### src/rtl/rand_byte_uart_tx.sv
// Random-byte UART transmitter: buffers TRNG bytes in a small FIFO
// and serializes them 8N1, flagging bytes lost to a full buffer.
module rand_byte_uart_tx #(
  parameter int CLKS_PER_BIT = 868,
  parameter int FIFO_DEPTH   = 16
) (
  input  logic                          clk,
  input  logic                          rst_n,
  input  logic                          byte_ready,
  input  logic [7:0]                    rand_byte,
  input  logic                          clr_ovf,
  output logic                          tx,
  output logic                          busy,
  output logic [$clog2(FIFO_DEPTH):0]   fifo_count,
  output logic                          overflow
);

  localparam int AW = $clog2(FIFO_DEPTH);
  localparam int CW = AW + 1;
  localparam int BW = (CLKS_PER_BIT > 2) ? $clog2(CLKS_PER_BIT) : 1;

  typedef enum logic [1:0] {
    S_IDLE,
    S_START,
    S_DATA,
    S_STOP
  } state_t;

  state_t          state_q;
  logic [BW-1:0]   baud_q;
  logic [2:0]      bit_q;
  logic [7:0]      shift_q;
  logic            tx_q;
  logic            busy_q;

  logic [7:0]      mem_q [FIFO_DEPTH];
  logic [AW-1:0]   wr_q, wr_d;
  logic [AW-1:0]   rd_q, rd_d;
  logic [CW-1:0]   cnt_q, cnt_d;
  logic            ovf_q, ovf_d;

  logic            pop;
  logic            push;
  logic            drop;
  logic            baud_last;

  assign pop       = (state_q == S_IDLE) && (cnt_q != '0);
  assign push      = byte_ready && ((cnt_q != CW'(FIFO_DEPTH)) || pop);
  assign drop      = byte_ready && !push;
  assign baud_last = (baud_q == BW'(CLKS_PER_BIT - 1));

  // FIFO pointer, occupancy and sticky-overflow next state
  always_comb begin
    wr_d  = wr_q;
    rd_d  = rd_q;
    cnt_d = cnt_q;
    ovf_d = ovf_q;
    if (push) wr_d = wr_q + AW'(1);
    if (pop)  rd_d = rd_q + AW'(1);
    if (push && !pop) cnt_d = cnt_q + CW'(1);
    if (pop && !push) cnt_d = cnt_q - CW'(1);
    if (drop)         ovf_d = 1'b1;
    else if (clr_ovf) ovf_d = 1'b0;
  end

  // FIFO control registers
  always_ff @(posedge clk or negedge rst_n) begin
    if (!rst_n) begin
      wr_q  <= '0;
      rd_q  <= '0;
      cnt_q <= '0;
      ovf_q <= 1'b0;
    end else begin
      wr_q  <= wr_d;
      rd_q  <= rd_d;
      cnt_q <= cnt_d;
      ovf_q <= ovf_d;
    end
  end

  // FIFO storage; contents need no reset since count gates reads
  always_ff @(posedge clk) begin
    if (push) mem_q[wr_q] <= rand_byte;
  end

  // Frame sequencer with registered line and busy outputs
  always_ff @(posedge clk or negedge rst_n) begin
    if (!rst_n) begin
      state_q <= S_IDLE;
      baud_q  <= '0;
      bit_q   <= '0;
      shift_q <= '0;
      tx_q    <= 1'b1;
      busy_q  <= 1'b0;
    end else begin
      unique case (state_q)
        S_IDLE: begin
          baud_q <= '0;
          tx_q   <= 1'b1;
          if (pop) begin
            shift_q <= mem_q[rd_q];
            state_q <= S_START;
            tx_q    <= 1'b0;
            busy_q  <= 1'b1;
          end
        end
        S_START: begin
          if (baud_last) begin
            baud_q  <= '0;
            bit_q   <= '0;
            state_q <= S_DATA;
            tx_q    <= shift_q[0];
          end else begin
            baud_q <= baud_q + BW'(1);
          end
        end
        S_DATA: begin
          if (baud_last) begin
            baud_q <= '0;
            if (bit_q == 3'd7) begin
              state_q <= S_STOP;
              tx_q    <= 1'b1;
            end else begin
              shift_q <= shift_q >> 1;
              tx_q    <= shift_q[1];
              bit_q   <= bit_q + 3'd1;
            end
          end else begin
            baud_q <= baud_q + BW'(1);
          end
        end
        S_STOP: begin
          if (baud_last) begin
            baud_q  <= '0;
            state_q <= S_IDLE;
            busy_q  <= 1'b0;
          end else begin
            baud_q <= baud_q + BW'(1);
          end
        end
        default: begin
          state_q <= S_IDLE;
          tx_q    <= 1'b1;
          busy_q  <= 1'b0;
        end
      endcase
    end
  end

  assign tx         = tx_q;
  assign busy       = busy_q;
  assign fifo_count = cnt_q;
  assign overflow   = ovf_q;

endmodule

### config.mk
export PLATFORM = sky130hd
export DESIGN_NAME = rand_byte_uart_tx
export DESIGN_NICKNAME = d
export VERILOG_FILES = /design/src/rtl/rand_byte_uart_tx.sv
export SDC_FILE = /design/constraint.sdc
export NUM_CORES = 1
export LEC_CHECK = 0
export BUFFER_PORTS_ARGS = -buffer_cell sky130_fd_sc_hd__buf_2
export CORE_UTILIZATION = 44
export CTS_CLUSTER_SIZE = 25
export DETAILED_ROUTE_END_ITERATION = 8
export HOLD_SLACK_MARGIN = 0.03
export PLACE_DENSITY = 0.67
export SYNTH_ARGS = -nofsm -noshare
export SYNTH_HDL_FRONTEND = slang
export SYNTH_SLANG_ARGS = --single-unit
### constraint.sdc
create_clock -name clk -period 3.1 [get_ports clk]
set_clock_uncertainty 0.1 [all_clocks]
set_input_delay 0.62 -clock clk [delete_from_list [all_inputs] [get_ports clk]]
set_output_delay 0.62 -clock clk [all_outputs]
set_load 0.01 [all_outputs]
# After elaboration in Yosys (flattened, before gate mapping)
# Memories as Yosys holds them, arrays and structs flattened.
# Cells that the tools add are included.
[totals]
regBits = 39
ramBits = 128
input_bits = 12
memories = 1
[classes]
addsub = 6
n_eq_ne = 12
n_mux = 30
n_reduce_logical = 22
[mem_list]
columns = ["memory", "depth", "word_bits", "rd", "rd_ports_with_merged_regs", "write_ports", "line", "text"]
rows = [
  ["mem_q", 16, 8, 1, 0, 1, "36", "logic [7:0] mem_q [FIFO_DEPTH];"],
]
[op_table]
columns = ["operator", "n"]
rows = [
  ["$mux W8", 3],
  ["$pmux W10 S2", 1],
  ["$pmux W8 S2", 1],
  ["$ne A2 B2 Y1 const B", 6],
  ["$add A10 B1 Y10 const B", 1],
  ["$eq A10 B10 Y1 const B", 1],
  ["$mux W1", 10],
  ["$mux W10", 1],
  ["$mux W2", 5],
  ["$mux W5", 2],
  ["$reduce_bool A2 Y1", 5],
  ["$mux W3", 3],
  ["$add A4 B1 Y4 const B", 2],
  ["$pmux W2 S4", 1],
  ["$reduce_and A4 Y1", 2],
  ["$pmux W3 S2", 1],
  ["$reduce_and A3 Y1", 2],
  ["$add A5 B1 Y5 const B", 1],
  ["$logic_and A1 B1 Y1", 5],
  ["$ne A5 B5 Y1 const B", 1],
  ["$reduce_and A5 Y1", 1],
  ["$reduce_bool A5 Y1", 1],
  ["$sub A5 B1 Y5 const B", 1],
  ["$eq A2 B2 Y1 const B", 2],
  ["10 further kinds", 11],
]

# Longest topological paths before layout
[depth]
word_depth = 7
mapped_depth = 11
mapped_depth_nobuf = 10

# Worst setup path before layout
# OpenSTA, ideal clock, no wires.
[synth_path]
kind = "register to register"
from = "register cnt_q[1], in the netlist fifo_count[1]"
to = "register cnt_q[4], in the netlist fifo_count[4]"
setup_ns = 0.080
t_arrival_ns = 2.428
required_ns = 2.920
slack_ns = 0.492
path_stages_with_launch = 10
path_buffers = 0
cell_sequence = "dfrtp_1 > or4_4 > o21a_1 > nand2_2 > inv_1 > ha_1 > a21o_1 > a21oi_1 > mux2i_1 > xnor2_1"
[synth_between]
elab_chain_len = 7
[synth_lines]
columns = ["element", "line", "text"]
rows = [
  ["start, declared", "39", "logic [CW-1:0] cnt_q, cnt_d;"],
  ["start signal, assigned", "76", "cnt_q <= cnt_d;"],
  ["parallel branches: the longest is 7 deep, another holds $add A5 B1 Y5", "-", ""],
]
# Several ways; the timed one is not identified. The select of a mux whose other input is x is not followed.
# A chain may end at the register's enable or synchronous reset.

# Worst setup path after layout
[layout_path]
from = "register state_q[0]"
to = "memory mem_q[5][2] (enable)"
[layout_between]
elab_chain_len = 6
[layout_lines]
columns = ["element", "line", "text"]
rows = [
  ["start, declared", "29", "state_t state_q;"],
  ["start signal, assigned", "89", "state_q <= S_IDLE;"],
  ["start signal, assigned", "102", "state_q <= S_START;"],
  ["start signal, assigned", "111", "state_q <= S_DATA;"],
  ["$logic_not A2 Y1", "47", "assign pop = (state_q == S_IDLE) && (cnt_q != '0);"],
  ["$logic_and A1 B1 Y1", "47", ""],
  ["$logic_or A1 B1 Y1", "48", "assign push = byte_ready && ((cnt_q != CW'(FIFO_DEPTH)) || pop);"],
  ["$logic_and A1 B1 Y1", "48", ""],
  ["$mux W1", "83", "if (push) mem_q[wr_q] <= rand_byte;"],
  ["$mux W1 (implied by the code)", "83", ""],
  ["end, declared", "36", ""],
]
# Every way passes these cells.

==> results.cfg <==
[critical_path]
worstPathRequired_ns = 3.04
crit_slowest_cell = nor3_1
crit_arrival_ns = 2.70
cpPeakStageDelay_ns = 0.96
cp_cell_sequence = inv_1, ha_1, o31a_1, nand2_1, nor3_1
crit_path_end_kind = flop
cp_max_fo = 9
start_kind = flop
path_class = flop to flop

[yosys]
synth_area_leaders = edfxtp_1 (54%), dfrtp_1 (13%), mux4_2 (6.0%), mux2i_1 (4.4%), ha_1 (3.0%)
synth_top_area_share_pct = 54.3
yosys.cell_count.top_type = edfxtp_1
synth_edf_count = 128
avgSynthCellArea_um2 = 15.6
syn_inst = 455
synth-main-ff-cell = edfxtp_1
synth_nets = 485
post_synth_num_cell_types = 53
ys_ff_latch = 167
netlist_area_um2 = 7080
async_reset_ff_share_pct = 23.4
synth_top_cell_by_area = edfxtp_1
synth-warning-count = 0
yosysSeqAreaShare_pct = 68.1
yosys-top-cells-count = edfxtp_1 (128), dfrtp_1 (38), mux2i_1 (31)

[final_layout]
final_util_pct = 50.9
syn_to_final_growth_pct = 13.8
num_antenna_cells = 0
finalNonFillerCells = 712
fin_nets = 513
drive_above_1_share_pct = 18.5
nFillCells = 1295

[clocking]
cts_setup_buffers = 0
cts_inserted_buffers = 17
path_clk_slew_ns = 0.06
cts_tree = done
cts-root-buf = clkbuf_16
clock_latency_ns = 0.43
cts.sinks = 167
hold_buffers = 0
cts_max_level = 4
post_cts_resized = 0
cts_max_path_buffers = 2

[floorplan]
initial_core_util_pct = 44.8
die_h_um = 129
core_area_um2 = 15800
core.rowCount = 46
die_area_um2 = 16600
io_pins = 20
die_x_um = 129

[sta]
finalSetupViolCount = 0
period_minus_slack_ns = 2.75
fin_crit_sh_pct = 88.8
grt_setup_unrepaired = no
slew_headroom_pct = 17.1
fmax_ghz = 0.363
timing.final.ws_setup_ns = 0.346
worst_slew_pin_slew_ns = 1.23
drv_slew = 0
finalHoldViolations = 0
fin_setup_tns_ns = 0

[global_route]
antenna_found_initial = 0
gr-usage-all-layers_pct = 17.9
grt_pass1_vias = 3901
grt_overflow = 0
grt_pass1_wl_um = 21300
grt_max_degree = 40

[pwr]
finalPower_mw = 5.65
p_per_area_nw_per_um2 = 700
p_leak_nw = 2.90
vdd_drop_max_v = 0.000487

[place]
dp_slack_ns = 0.288
dp_cells = 680
gp_congestion = 0.828
port_buffers = 19
dp_hpwl_um = 9100

[hold_path]
min_path_type = input port to asynchronous set/reset pin

[route]
routedWlPerCell_um = 19.1
routed_via_density = 5.39
drtAntennaViolNets = 0
finalWirelength_um = 13600
via_count = 3836
drt_iter0_drc = 327
drt-pass1-iter-count = 4
drc = 0

[outcome]
status = finished, final reports clean

[run]
drv_cap = 0
registers in the layout, indices dropped and copies added, names as in the netlist:
signal      flops
mem_q         128
fifo_count      5
shift_q         8
bit_q           3
baud_q         10
rd_q            4
wr_q            4
tx              1
overflow        1
state_q         2
busy            1
worst max-delay path: cells and delay by family, from the launching register on:
family	cells	cell delay [ns]
AND/OR/NAND/NOR	2	1.10
adder cells (fa/ha/maj)	1	0.36
flip-flops	1	0.42
AO/OA/AOI/OAI	1	0.26
buffers and inverters	1	0.13
per-stage QoR:
stage          instance area [µm²]  hold WS, ns
6_report                      8060        0.213
5_1_grt                       8060        0.272
4_1_cts                       8060        0.229
3_5_place_dp                  7420        0.371
3_3_place_gp                  7420        0.375
2_1_floorplan                 7080        0.224
final timing paths:
kind,startpoint,to,slack [ns],depth (start not counted)
worst min register to register,shift_q[7],shift_q[7],0.39,2
min in group clk,clr_ovf,overflow,0.36,3
worst max-delay path,state_q[0],mem_q[5][2],0.35,5
worst max register to register,state_q[0],mem_q[5][2],0.35,5
max in group asynchronous,rst_n,state_q[0],2.14,1
worst min-delay path,rst_n,baud_q[9],0.21,1
layout make-up:
cell class	instances	area (µm²)	area share [%]
repair buffers	27	155	1.93
flip-flops and latches	167	4820	59.8
clock inverters	15	210	2.61
clock buffers	17	425	5.28
well taps	216	270	3.35
inverters	18	67.6	0.838
multi-input cells	252	2110	26.2
kinds of logic after synthesis:
family / synth area share, %
multiplexers: 11.2
flip-flops: 68.1
XOR/XNOR: 2.23
AND/OR/NAND/NOR: 7.29
buffers and inverters: 2.17
AO/OA/AOI/OAI: 5.81
adder cells (fa/ha/maj): 3.29
cell usage in the layout (no fill, tap or decap), types with 2 or more instances in the layout:
cell type,instances
inv_1,18
inv_6,6
nand3_1,6
edfxtp_1,128
buf_2,19
o22ai_1,7
xor2_1,4
clkbuf_16,17
xnor2_1,14
nand4_1,4
or3_1,7
nor2b_1,2
dfrtp_1,38
o21ai_0,6
nand2_4,2
clkinv_4,2
a21o_1,2
nand2_1,16
and3_1,5
mux2_4,2
buf_4,8
nor2b_4,2
a21oi_1,28
mux2i_1,31
nor2_1,29
nand2b_1,3
bufinv_16,4
a22oi_1,14
mux4_2,19
ha_1,17
nor3_1,4
or2_2,2
and2_1,6
layer usage:
| layer | track usage, % | vias to the layer above | part of all wire (%) |
|---|---|---|---|
| li1 | - | 1780 | - |
| met1 | 23.8 | 1951 | 43 |
| met2 | 28.4 | 92 | 49 |
| met3 | 5.20 | 13 | 6.2 |
| met4 | 6.02 | 0 | 1.4 |
| met5 | 0 | - | 0 |
power breakdown:
part	total [mW]	switching, mW	internal [mW]
combinational	0.619	0.368	0.251
clock	2.25	0.883	1.37
sequential	2.78	0.129	2.65
Power figures use the tool's default switching activity.
